[src/rtl/hazard_sequencer.sv]
// rtl/hazard_sequencer.sv - stall/flush/freeze scheduler for a 5-stage RISC-V pipeline
//
// Arbitrates three hazard sources, in priority order: data-memory busy,
// branch/jump redirect (new or deferred), and load-use hazard.
// Optional statistics counters are compiled in with HAZARD_STATS_EN.
//
// Ports:
//   CLK            pipeline clock, rising edge
//   RESET          asynchronous active-high reset
//   BRANCH_IN      taken branch/jump resolved in EX this cycle
//   TARGET_IN      redirect target, valid with BRANCH_IN
//   LOAD_USE_IN    ID instruction depends on a load in EX
//   MEM_BUSY_IN    data memory not ready, pipeline must hold
//   PC_SEL_OUT     1 = PC loads PC_TARGET_OUT
//   PC_TARGET_OUT  redirect address
//   STALL_PC_OUT   hold PC
//   STALL_IFID_OUT hold IF/ID
//   FLUSH_IFID_OUT clear IF/ID to NOP
//   FLUSH_IDEX_OUT clear ID/EX to NOP
//   FREEZE_OUT     hold every pipeline register
//   STATE_OUT      current state (RUN=0, FREEZE=1, FLUSH=2)
//   BRANCH_CNT_OUT redirect cycle count (0 unless HAZARD_STATS_EN)
//   STALL_CNT_OUT  stall/freeze cycle count (0 unless HAZARD_STATS_EN)

module hazard_sequencer #(
  parameter int WIDTH       = 32,
  parameter int FLUSH_DEPTH = 1
) (
  input  logic             CLK,
  input  logic             RESET,
  input  logic             BRANCH_IN,
  input  logic [WIDTH-1:0] TARGET_IN,
  input  logic             LOAD_USE_IN,
  input  logic             MEM_BUSY_IN,
  output logic             PC_SEL_OUT,
  output logic [WIDTH-1:0] PC_TARGET_OUT,
  output logic             STALL_PC_OUT,
  output logic             STALL_IFID_OUT,
  output logic             FLUSH_IFID_OUT,
  output logic             FLUSH_IDEX_OUT,
  output logic             FREEZE_OUT,
  output logic [1:0]       STATE_OUT,
  output logic [15:0]      BRANCH_CNT_OUT,
  output logic [15:0]      STALL_CNT_OUT
);

  typedef enum logic [1:0] {
    ST_RUN    = 2'd0,
    ST_FREEZE = 2'd1,
    ST_FLUSH  = 2'd2
  } state_t;

  // IF/ID flush cycles that remain after the redirect cycle itself
  localparam logic [1:0] RELOAD = 2'(FLUSH_DEPTH - 1);

  state_t           state, state_nxt;
  logic [1:0]       cnt, cnt_nxt;
  logic             pend, pend_nxt;
  logic [WIDTH-1:0] pend_tgt, pend_tgt_nxt;

  logic             pc_sel;
  logic [WIDTH-1:0] pc_target;
  logic             stall_pc, stall_ifid, flush_ifid, flush_idex, freeze;
  logic             do_redirect;
  logic [WIDTH-1:0] redirect_tgt;

  always_comb begin
    state_nxt    = state;
    cnt_nxt      = cnt;
    pend_nxt     = pend;
    pend_tgt_nxt = pend_tgt;
    pc_sel       = 1'b0;
    pc_target    = '0;
    stall_pc     = 1'b0;
    stall_ifid   = 1'b0;
    flush_ifid   = 1'b0;
    flush_idex   = 1'b0;
    freeze       = 1'b0;
    do_redirect  = 1'b0;
    redirect_tgt = TARGET_IN;

    case (state)
      ST_RUN: begin
        if (MEM_BUSY_IN) begin
          // Redirect is deferred across the freeze, never dropped
          freeze    = 1'b1;
          state_nxt = ST_FREEZE;
          if (BRANCH_IN) begin
            pend_nxt     = 1'b1;
            pend_tgt_nxt = TARGET_IN;
          end
        end else if (BRANCH_IN) begin
          do_redirect = 1'b1;
        end else if (LOAD_USE_IN) begin
          stall_pc   = 1'b1;
          stall_ifid = 1'b1;
          flush_idex = 1'b1;
        end
      end

      ST_FREEZE: begin
        if (MEM_BUSY_IN) begin
          freeze = 1'b1;
          // EX is frozen, so a second capture would carry the same target
          if (BRANCH_IN && !pend) begin
            pend_nxt     = 1'b1;
            pend_tgt_nxt = TARGET_IN;
          end
        end else if (pend || BRANCH_IN) begin
          do_redirect  = 1'b1;
          redirect_tgt = pend ? pend_tgt : TARGET_IN;
        end else if (cnt != 2'd0) begin
          // Freeze interrupted a flush sequence; finish it
          state_nxt = ST_FLUSH;
        end else begin
          state_nxt = ST_RUN;
          if (LOAD_USE_IN) begin
            stall_pc   = 1'b1;
            stall_ifid = 1'b1;
            flush_idex = 1'b1;
          end
        end
      end

      ST_FLUSH: begin
        if (MEM_BUSY_IN) begin
          freeze    = 1'b1;
          state_nxt = ST_FREEZE;
          if (BRANCH_IN && !pend) begin
            pend_nxt     = 1'b1;
            pend_tgt_nxt = TARGET_IN;
          end
        end else if (BRANCH_IN) begin
          do_redirect = 1'b1;
        end else begin
          // LOAD_USE_IN is wrong-path here and deliberately ignored
          flush_ifid = 1'b1;
          if (cnt <= 2'd1) begin
            cnt_nxt   = 2'd0;
            state_nxt = ST_RUN;
          end else begin
            cnt_nxt = cnt - 2'd1;
          end
        end
      end

      default: begin
        state_nxt = ST_RUN;
        cnt_nxt   = 2'd0;
      end
    endcase

    if (do_redirect) begin
      pc_sel     = 1'b1;
      pc_target  = redirect_tgt;
      flush_ifid = 1'b1;
      flush_idex = 1'b1;
      pend_nxt   = 1'b0;
      if (FLUSH_DEPTH > 1) begin
        state_nxt = ST_FLUSH;
        cnt_nxt   = RELOAD;
      end else begin
        state_nxt = ST_RUN;
        cnt_nxt   = 2'd0;
      end
    end
  end

  always_ff @(posedge CLK or posedge RESET) begin
    if (RESET) begin
      state    <= ST_RUN;
      cnt      <= 2'd0;
      pend     <= 1'b0;
      pend_tgt <= '0;
    end else begin
      state    <= state_nxt;
      cnt      <= cnt_nxt;
      pend     <= pend_nxt;
      pend_tgt <= pend_tgt_nxt;
    end
  end

  // Outputs are forced low for the whole time RESET is high, even though
  // the inputs may still be toggling.
  assign PC_SEL_OUT     = !RESET && pc_sel;
  assign PC_TARGET_OUT  = RESET ? '0 : pc_target;
  assign STALL_PC_OUT   = !RESET && stall_pc;
  assign STALL_IFID_OUT = !RESET && stall_ifid;
  assign FLUSH_IFID_OUT = !RESET && flush_ifid;
  assign FLUSH_IDEX_OUT = !RESET && flush_idex;
  assign FREEZE_OUT     = !RESET && freeze;
  assign STATE_OUT      = RESET ? 2'd0 : state;

`ifdef HAZARD_STATS_EN
  logic [15:0] branch_cnt, stall_cnt;

  always_ff @(posedge CLK or posedge RESET) begin
    if (RESET) begin
      branch_cnt <= 16'd0;
      stall_cnt  <= 16'd0;
    end else begin
      if (pc_sel && branch_cnt != 16'hFFFF)
        branch_cnt <= branch_cnt + 16'd1;
      if ((stall_pc || freeze) && stall_cnt != 16'hFFFF)
        stall_cnt <= stall_cnt + 16'd1;
    end
  end

  assign BRANCH_CNT_OUT = branch_cnt;
  assign STALL_CNT_OUT  = stall_cnt;
`else
  assign BRANCH_CNT_OUT = 16'd0;
  assign STALL_CNT_OUT  = 16'd0;
`endif

endmodule
[config.mk]
export PLATFORM = sky130hd
export DESIGN_NAME = hazard_sequencer
export DESIGN_NICKNAME = d
export VERILOG_FILES = /design/src/rtl/hazard_sequencer.sv
export SDC_FILE = /design/constraint.sdc
export NUM_CORES = 1
export LEC_CHECK = 0
export ABC_CLOCK_PERIOD_IN_PS = 6700
export CAP_MARGIN = 20
export CORE_UTILIZATION = 45
export DETAILED_ROUTE_END_ITERATION = 16
export PLACE_DENSITY = 0.93
export SYNTH_ARGS = -nofsm -noshare
export SYNTH_HDL_FRONTEND = slang
export SYNTH_SLANG_ARGS = --single-unit
[constraint.sdc]
create_clock -name CLK -period 6.7 [get_ports CLK]
set_clock_uncertainty 0.05 [all_clocks]
set_input_delay 2.01 -clock CLK [delete_from_list [all_inputs] [get_ports CLK]]
set_output_delay 2.01 -clock CLK [all_outputs]
set_load 0.1 [all_outputs]
# After elaboration in Yosys (flattened, before gate mapping)
# Cells that the tools add are included.
# word_totals
reg_bits,37
inputBits,37
out_inout_bits,72
wordCells,96
# classes
add_sub_neg,1
order_cmp,1
eq_ne,17
n_mux,52
reduce_logical,21
# ops
cell,n
$mux W32,10
$pmux W32 S2,1
$mux W2,13
$mux W1,23
$ne A3 B3 Y1 const B,6
$reduce_and A5 Y1,3
$ne A4 B4 Y1 const B,2
$logic_and A1 B1 Y1,6
$ne A2 B1 Y1 const B,3
$ne A3 B1 Y1 const B,2
$pmux W1 S2,3
$pmux W2 S3,1
$reduce_or A2 Y1,3
$ne A2 B2 Y1 const B,2
$pmux W2 S2,1
$reduce_bool A2 Y1,2
$reduce_and A3 Y1,1
$reduce_bool A3 Y1,1
$reduce_or A3 Y1,1
$eq A2 B1 Y1 const B,1
$eq A2 B2 Y1 const B,1
$le A2 B1 Y1 const B,1
$logic_not A1 Y1,2
$logic_not A2 Y1,1
2 further kinds,2

# Depth between registers and ports, before layout
# Gate-level depths: netlist of run 1.
# logic_depth
word_depth,7
mapped_depth,8
ltp_nobuf,6

# Worst setup path before layout of run 1
# No wires, ideal clock.
# synth_timing
path_type,input-to-output
start,input port RESET
end,output port PC_TARGET_OUT[22]
arrival_ns,4.672
required_time_ns,4.640
setup_slack_ns,-0.032
cell_stages,4
path_buffers,1
cell_sequence,inv_1 -> nand2_4 -> buf_6 -> a21oi_1
# synth_via
elab_chain_cells,1
# synth_lines
item,line,source
"start, declared",30,"input logic RESET,"
$mux W32,186,assign PC_TARGET_OUT = RESET ? '0 : pc_target;
"end, declared",36,"output logic [WIDTH-1:0] PC_TARGET_OUT,"
# Every way passes these cells.

# Worst setup path after layout of run 1
# layout_timing
start,input port MEM_BUSY_IN
end,output port PC_TARGET_OUT[30]
# layout_via
elab_chain_cells,4
elab_cells_between_ends,7
cone_classes,7 x mux
# layout_lines
item,line,source
"start, declared",34,"input logic MEM_BUSY_IN,"
"$mux W1, or another cell as far along",84,if (MEM_BUSY_IN) begin
$pmux W1 S2 or $mux W32 (tied branches),82,case (state)
$mux W32 (*),153,if (do_redirect) begin
$mux W32 (*),186,
# Mark *: on every way between the ends. The rest lies on a longest branch, timed or not.

==> impl_metrics.xml, run 1 <==
<?xml version="1.0" encoding="UTF-8"?>
<metrics>
  <group name="global_routing">
    <metric name="globalRoute.busiestLayer" unit="">met2</metric>
    <metric name="grt_first_pass_wirelength" unit="mm">8.56</metric>
    <metric name="grt_usage" unit="%">20.0</metric>
    <metric name="grt_max_degree" unit="">34</metric>
    <metric name="grt_overflow" unit="">0</metric>
    <metric name="groute.layer.met1.usage" unit="%">22.2</metric>
    <metric name="grt_pass1_vias" unit="">1917</metric>
    <metric name="number_of_antenna_violations_at_the_first_check_in_global_routing" unit="">0</metric>
    <metric name="global_route.usage.met2" unit="%">36.7</metric>
    <metric name="grt_use_met3" unit="%">6.43</metric>
  </group>
  <group name="pwr">
    <metric name="power-per-cell-area" unit="nW/um^2">372</metric>
    <metric name="netSwitchingFraction" unit="%">46.8</metric>
    <metric name="cellInternalPower" unit="mW">0.683</metric>
    <metric name="p_comb_share" unit="%">57.0</metric>
    <metric name="power_consumption" unit="mW">1.28</metric>
    <metric name="static-leakage-power" unit="nW">1.52</metric>
    <metric name="ir_worst_vdd" unit="V">0.000224</metric>
    <metric name="switching_power" unit="mW">0.601</metric>
    <metric name="share_seq_of_total_power" unit="%">30.3</metric>
    <metric name="proportion_of_power_drawn_by_the_clock_network" unit="%">12.8</metric>
  </group>
  <group name="clock_network">
    <metric name="cts_root_buffer" unit="">clkbuf_8</metric>
    <metric name="cts-hold-fix-buffers" unit="">0</metric>
    <metric name="cts_tree" unit="">yes</metric>
    <metric name="number_of_buffers_added_by_the_clock_tree_synthesis_step" unit="">5</metric>
    <metric name="insertion_delay" unit="ps">280</metric>
    <metric name="number_of_h_tree_levels" unit="">2</metric>
    <metric name="number_of_clock_sinks" unit="">37</metric>
    <metric name="cts.clk_slew.worst_paths" unit="ps">70</metric>
    <metric name="clock_path_buffers" unit="">2</metric>
    <metric name="ctsResizeCount" unit="">0</metric>
    <metric name="postCtsSetupRepairBufs" unit="">0</metric>
  </group>
  <group name="critical_path">
    <metric name="timing_worst_setup_path_type" unit="">input pin to primary output</metric>
    <metric name="critPathTopFamily" unit="">buffers and inverters</metric>
    <metric name="crit_reg_reg_endpoint" unit="">pend_tgt[18]</metric>
    <metric name="timing.reg2reg.worst_path_depth" unit="">5</metric>
    <metric name="setup.worst_path.start_class" unit="">input pin</metric>
    <metric name="critPathCapture" unit="">PC_TARGET_OUT[30]</metric>
    <metric name="slack_of_the_worst_reg_to_reg_path" unit="ps">4310</metric>
    <metric name="crit_path_max_fanout" unit="">33</metric>
    <metric name="critical_path_depth" unit="">5</metric>
    <metric name="cell_chain_of_the_critical_path" unit="">clkdlybuf4s50_1 -&gt; nor4_4 -&gt; nand2_4 -&gt; a21oi_1 -&gt; buf_12</metric>
    <metric name="required" unit="ps">4640</metric>
    <metric name="worst_path_arrival_time" unit="ps">4050</metric>
    <metric name="crit-reg2reg-launch" unit="">state[0]</metric>
    <metric name="critical_path.slowest_cell" unit="">clkdlybuf4s50_1</metric>
    <metric name="critical_path.n_buffers_inverters" unit="">2</metric>
    <metric name="startpoint" unit="">MEM_BUSY_IN</metric>
    <metric name="worst_path_largest_cell_delay" unit="ps">620</metric>
    <metric name="worst_setup_path_end_kind" unit="">primary output</metric>
  </group>
  <group name="placed_design">
    <metric name="portBuffers" unit="">76</metric>
    <metric name="numPlacedInstances" unit="">398</metric>
    <metric name="place_worst_setup_slack" unit="ps">593</metric>
    <metric name="hpwlAfterDp" unit="mm">4.05</metric>
    <metric name="gp_congestion" unit="">0.900</metric>
    <metric name="detailed_place.area" unit="um^2">3360</metric>
  </group>
  <group name="run_status">
    <metric name="result_of_the_run" unit="">finished, final reports clean</metric>
  </group>
  <group name="timing">
    <metric name="final_hold_viol_count" unit="">0</metric>
    <metric name="final-setup-viol-count" unit="">0</metric>
    <metric name="worstMarginPinSlew" unit="ps">958</metric>
    <metric name="final.period_utilization" unit="%">91.2</metric>
    <metric name="final.min_clock_period" unit="ps">6110</metric>
    <metric name="final.setup.worst_slack" unit="ps">588</metric>
    <metric name="worst_slew_margin_rel" unit="%">35.9</metric>
    <metric name="finalMaxSlewViolations" unit="">0</metric>
    <metric name="hold_slack" unit="ps">456</metric>
    <metric name="fmax" unit="GHz">0.164</metric>
    <metric name="setup_repair_after_global_routing_missed_its_margin" unit="">no</metric>
  </group>
  <group name="yosys">
    <metric name="library_cell_with_the_largest_summed_area_after_synthesis" unit="">dfrtp_1</metric>
    <metric name="post_synth_most_frequent_cells" unit="">69 x nand2_1, 38 x a21oi_1, 37 x dfrtp_1, 33 x buf_4, 32 x mux2_2</metric>
    <metric name="dominantRegCellSynth" unit="">dfrtp_1</metric>
    <metric name="yosys.cell_count.top_type" unit="">nand2_1</metric>
    <metric name="synth_edf_count" unit="">0</metric>
    <metric name="synth_area" unit="um^2">2390</metric>
    <metric name="ys_types" unit="">31</metric>
    <metric name="yosys_register_bits" unit="">37</metric>
    <metric name="async_flop_share" unit="%">100</metric>
    <metric name="ys_top_cells_by_area" unit="">dfrtp_1 39%, mux2_2 15%, nand2_1 11%, buf_4 10%, a21oi_1 8.0%</metric>
    <metric name="ys_warn_count" unit="">0</metric>
    <metric name="synth.yosys.seq_area_share" unit="%">38.7</metric>
    <metric name="syn-instance-count" unit="">264</metric>
    <metric name="synth.top_cell.area_share" unit="%">38.7</metric>
    <metric name="synth.avg_cell_area" unit="um^2">9.06</metric>
  </group>
  <group name="final_layout">
    <metric name="num_antenna_cells" unit="">0</metric>
    <metric name="post_route_cells_drive_above_1_share" unit="%">27.1</metric>
    <metric name="nNetsFinal" unit="">376</metric>
    <metric name="final_design_area_no_fill" unit="um^2">3460</metric>
    <metric name="layout.filler_cells" unit="">410</metric>
    <metric name="fin_cells" unit="">406</metric>
    <metric name="growth_of_design_area_from_synthesis_to_finish" unit="%">44.5</metric>
  </group>
  <group name="detailed_routing">
    <metric name="wl_per_cell" unit="um">13.3</metric>
    <metric name="drt_wl_total" unit="mm">5.39</metric>
    <metric name="num_vias" unit="">2019</metric>
    <metric name="detail_route.vias_per_cell" unit="">4.97</metric>
    <metric name="antenna_violating_nets_post_route" unit="">0</metric>
    <metric name="detail_route.drc_violations" unit="">0</metric>
    <metric name="dr.pass1.iters" unit="">6</metric>
    <metric name="dr.first_iter.drc_count" unit="">92</metric>
  </group>
  <group name="floorplan">
    <metric name="core" unit="um^2">5110</metric>
    <metric name="core.rowCount" unit="">26</metric>
    <metric name="die_height" unit="um">74.9</metric>
    <metric name="initial_core_util" unit="%">46.8</metric>
    <metric name="i_o_pin_count" unit="">109</metric>
    <metric name="die_area" unit="um^2">5610</metric>
    <metric name="die_w" unit="um">74.9</metric>
  </group>
  <group name="job">
    <metric name="drv_cap" unit="">0</metric>
  </group>
  <group name="min_path">
    <metric name="min-delay-path-class" unit="">flop to flop</metric>
    <metric name="worstHoldStart" unit="">pend_tgt[5]</metric>
  </group>
</metrics>
==> metal layers <==
metal | share of wire [%] | up-vias
li1 | - | 959
met1 | 39 | 979
met2 | 53 | 75
met3 | 7.1 | 6
met4 | 1.0 | 0
met5 | 0 | -
==> worst min path at each step <==
stage             endpoint  slack (ps)  depth (start not counted)
6_report       pend_tgt[5]         460                          1
5_1_grt        pend_tgt[4]         460                          1
4_1_cts        pend_tgt[4]         460                          1
3_5_place_dp   pend_tgt[3]         440                          1
3_3_place_gp   pend_tgt[3]         440                          1
2_1_floorplan  pend_tgt[0]         430                          1
==> stage by stage <==
step / TNS, ps / utilization (%)
2_1_floorplan: -920 / -
3_3_place_gp: 0 / 65.8
3_5_place_dp: 0 / 65.8
4_1_cts: 0 / 67.7
5_1_grt: 0 / 67.7
6_report: 0 / 67.7
==> final cells by class <==
cell class                 count  area (um^2)  share of cell area, %
multi-input combinational    206         1210                   35.0
timing repair buffer          80         1120                   32.3
sequential                    37          926                   26.8
tap                           70         87.6                   2.53
clock buffer                   6         82.6                   2.39
inverter                       5         18.8                  0.543
clock inverter                 2         13.8                  0.398
==> cells in the final DEF, fill, tap and decap left out, types with 2 or more instances in the layout <==
master and count:
nand4_1 2, a21oi_1 38, conb_1 32, inv_1 4, clkdlybuf4s50_1 36, buf_4 10
dfrtp_1 37, ha_1 4, buf_12 34, nor3b_1 2, clkbuf_8 6, nand2_1 69
mux2_2 32, o31ai_1 3, nor2_1 7, nor3_1 2
==> cells by family after synthesis <==
kind of cell / after synthesis / synth area share, %
buf+inv: 52 / 15.9
compound gates: 48 / 11.4
simple gates: 89 / 16.2
fa+ha+maj: 4 / 2.09
mux: 33 / 15.5
other cells: 1 / 0.157
flops: 37 / 38.7
==> power by group through the flow <==
stage               clock [mW]  sequential [mW]  combinational, mW
global placement             0            0.381              0.717
finish                   0.164            0.389              0.731
floorplan                    0            0.373              0.589
global route             0.175            0.401              0.775
CTS                      0.167            0.387              0.739
detailed placement           0            0.392              0.738
==> state kept, by name, indices dropped and copies added (netlist names) <==
signal    flops
pend_tgt     32
cnt           2
state         2
pend          1
Note: power is estimated with default switching activity, not from simulation.
==> run 2, diff against run 1 <==
Settings changed: PLACE_DENSITY 0.93 to 0.91.
==> impl_metrics.xml, run 2 (synthesis gave the netlist of run 1 again) <==
<?xml version="1.0" encoding="UTF-8"?>
<metrics>
  <group name="min_path">
    <metric name="min-delay-path-class" unit="">flop to flop</metric>
  </group>
  <group name="critical_path">
    <metric name="worst_setup_path_end_kind" unit="">primary output</metric>
    <metric name="critical_path.slowest_cell" unit="">clkdlybuf4s50_1</metric>
    <metric name="setup.worst_path.start_class" unit="">input pin</metric>
    <metric name="worst_path_largest_cell_delay" unit="ps">610</metric>
    <metric name="worst_path_arrival_time" unit="ps">4030</metric>
    <metric name="critPathTopFamily" unit="">simple AND/OR/NAND/NOR gates</metric>
    <metric name="crit_path_max_fanout" unit="">33</metric>
    <metric name="cell_chain_of_the_critical_path" unit="">clkdlybuf4s50_1 -&gt; nor4_4 -&gt; nand2_4 -&gt; a21oi_1 -&gt; buf_12</metric>
    <metric name="critical_path.n_buffers_inverters" unit="">2</metric>
    <metric name="required" unit="ps">4640</metric>
    <metric name="timing_worst_setup_path_type" unit="">input pin to primary output</metric>
    <metric name="slack_of_the_worst_reg_to_reg_path" unit="ps">4320</metric>
  </group>
  <group name="floorplan">
    <metric name="initial_core_util" unit="%">46.8</metric>
    <metric name="die_area" unit="um^2">5610</metric>
    <metric name="i_o_pin_count" unit="">109</metric>
    <metric name="die_height" unit="um">74.9</metric>
    <metric name="die_w" unit="um">74.9</metric>
    <metric name="core.rowCount" unit="">26</metric>
    <metric name="core" unit="um^2">5110</metric>
  </group>
  <group name="detailed_routing">
    <metric name="detail_route.drc_violations" unit="">0</metric>
    <metric name="antenna_violating_nets_post_route" unit="">0</metric>
    <metric name="detail_route.vias_per_cell" unit="">4.89</metric>
    <metric name="drt_wl_total" unit="mm">5.25</metric>
    <metric name="dr.pass1.iters" unit="">4</metric>
    <metric name="wl_per_cell" unit="um">13.0</metric>
    <metric name="dr.first_iter.drc_count" unit="">107</metric>
    <metric name="num_vias" unit="">1974</metric>
  </group>
  <group name="pwr">
    <metric name="static-leakage-power" unit="nW">1.51</metric>
    <metric name="p_comb_share" unit="%">57.3</metric>
    <metric name="power_consumption" unit="mW">1.27</metric>
    <metric name="share_seq_of_total_power" unit="%">30.5</metric>
    <metric name="proportion_of_power_drawn_by_the_clock_network" unit="%">12.2</metric>
    <metric name="netSwitchingFraction" unit="%">46.5</metric>
    <metric name="switching_power" unit="mW">0.592</metric>
    <metric name="cellInternalPower" unit="mW">0.681</metric>
    <metric name="power-per-cell-area" unit="nW/um^2">370</metric>
    <metric name="ir_worst_vdd" unit="V">0.000181</metric>
  </group>
  <group name="timing">
    <metric name="worstMarginPinSlew" unit="ps">970</metric>
    <metric name="fmax" unit="GHz">0.164</metric>
    <metric name="final.min_clock_period" unit="ps">6090</metric>
    <metric name="final-setup-viol-count" unit="">0</metric>
    <metric name="final.period_utilization" unit="%">90.9</metric>
    <metric name="worst_slew_margin_rel" unit="%">35.2</metric>
    <metric name="finalMaxSlewViolations" unit="">0</metric>
    <metric name="final_hold_viol_count" unit="">0</metric>
    <metric name="tns" unit="ps">0</metric>
    <metric name="setup_repair_after_global_routing_missed_its_margin" unit="">no</metric>
  </group>
  <group name="placed_design">
    <metric name="detailed_place.area" unit="um^2">3350</metric>
    <metric name="gp_congestion" unit="">0.883</metric>
    <metric name="hpwlAfterDp" unit="mm">3.81</metric>
    <metric name="portBuffers" unit="">76</metric>
  </group>
  <group name="clock_network">
    <metric name="cts-hold-fix-buffers" unit="">0</metric>
    <metric name="ctsResizeCount" unit="">0</metric>
    <metric name="postCtsSetupRepairBufs" unit="">0</metric>
    <metric name="number_of_h_tree_levels" unit="">2</metric>
    <metric name="cts_root_buffer" unit="">clkbuf_8</metric>
    <metric name="insertion_delay" unit="ps">280</metric>
    <metric name="number_of_clock_sinks" unit="">37</metric>
    <metric name="cts_tree" unit="">yes</metric>
    <metric name="cts.clk_slew.worst_paths" unit="ps">70</metric>
    <metric name="number_of_buffers_added_by_the_clock_tree_synthesis_step" unit="">5</metric>
    <metric name="clock_path_buffers" unit="">2</metric>
  </group>
  <group name="global_routing">
    <metric name="grt_usage" unit="%">20.6</metric>
    <metric name="number_of_antenna_violations_at_the_first_check_in_global_routing" unit="">0</metric>
    <metric name="grt_max_degree" unit="">37</metric>
    <metric name="grt_overflow" unit="">0</metric>
    <metric name="grt_pass1_vias" unit="">1913</metric>
    <metric name="grt_first_pass_wirelength" unit="mm">8.74</metric>
  </group>
  <group name="final_layout">
    <metric name="largest_register_ff_count" unit="">32</metric>
    <metric name="post_route_cells_drive_above_1_share" unit="%">26.3</metric>
    <metric name="most-common-layout-cells" unit="">69 x nand2_1, 38 x a21oi_1, 37 x dfrtp_1</metric>
    <metric name="final_design_area_no_fill" unit="um^2">3440</metric>
    <metric name="layout.filler_cells" unit="">412</metric>
    <metric name="utilization" unit="%">67.3</metric>
    <metric name="layout_commonest_cell" unit="">nand2_1</metric>
    <metric name="regMostFlops" unit="">pend_tgt</metric>
    <metric name="nNetsFinal" unit="">375</metric>
    <metric name="top_registers" unit="">pend_tgt x32, cnt x2, state x2</metric>
    <metric name="growth_of_design_area_from_synthesis_to_finish" unit="%">43.8</metric>
    <metric name="num_antenna_cells" unit="">0</metric>
  </group>
  <group name="job">
    <metric name="drv_cap" unit="">0</metric>
  </group>
  <group name="run_status">
    <metric name="result_of_the_run" unit="">finished, final reports clean</metric>
  </group>
</metrics>
==> run 2: cell types whose count changed in the layout (fill, tap and decap cells not counted), sizes merged <==
cell | previous run | this run
clkinv | 3 | 1
clkbuf | 6 | 7
buf | 44 | 43
==> run 2: power groups by stage <==
stage	Clock (mW)	Sequential [mW]	Combinational (mW)
floorplan	0	0.373	0.589
global placement	0	0.381	0.717
detailed placement	0	0.391	0.734
CTS	0.159	0.387	0.735
global route	0.170	0.401	0.780
finish	0.155	0.389	0.729
==> run 2: cell type report <==
type,instances,area [um^2],area share (%)
multi-input cells,206,1210,35.2
repair buffers,79,1110,32.2
flip-flops and latches,37,926,26.9
well taps,70,87.6,2.55
clock buffers,7,86.3,2.51
inverters,5,18.8,0.546
==> run 2: per-stage QoR <==
step	worst slack (ps)	cells	hold slack [ps]
4_1_cts	609	404	461
6_report	610	404	456
3_3_place_gp	653	397	435
3_5_place_dp	610	397	445
5_1_grt	452	404	476
2_1_floorplan	-31.8	295	429
==> run 2: path summary, 6_finish.rpt <==
kind / cells after the start / to / from
max: 5 / PC_TARGET_OUT[28] / MEM_BUSY_IN
max in group asynchronous: 3 / pend_tgt[21] / RESET
min in group asynchronous: 2 / pend / RESET
min: 1 / pend_tgt[25] / pend_tgt[25]
max reg2reg: 5 / pend_tgt[12] / state[0]
min reg2reg: 1 / pend_tgt[25] / pend_tgt[25]
==> run 2: worst reg2reg max path: stages (launching register included) <==
cell	delay, ps
dfrtp_1	410
inv_1	120
ha_1	300
a21oi_1	140
o21bai_4	780
mux2_2	460
==> run 2: metal layers <==
| metal | global-route usage (%) | routed length, um |
|---|---|---|
| met4 | 5.24 | 34 |
| met3 | 7.63 | 417 |
| met1 | 25.1 | 2200 |
| met2 | 34.5 | 2600 |
| met5 | 0 | 0 |
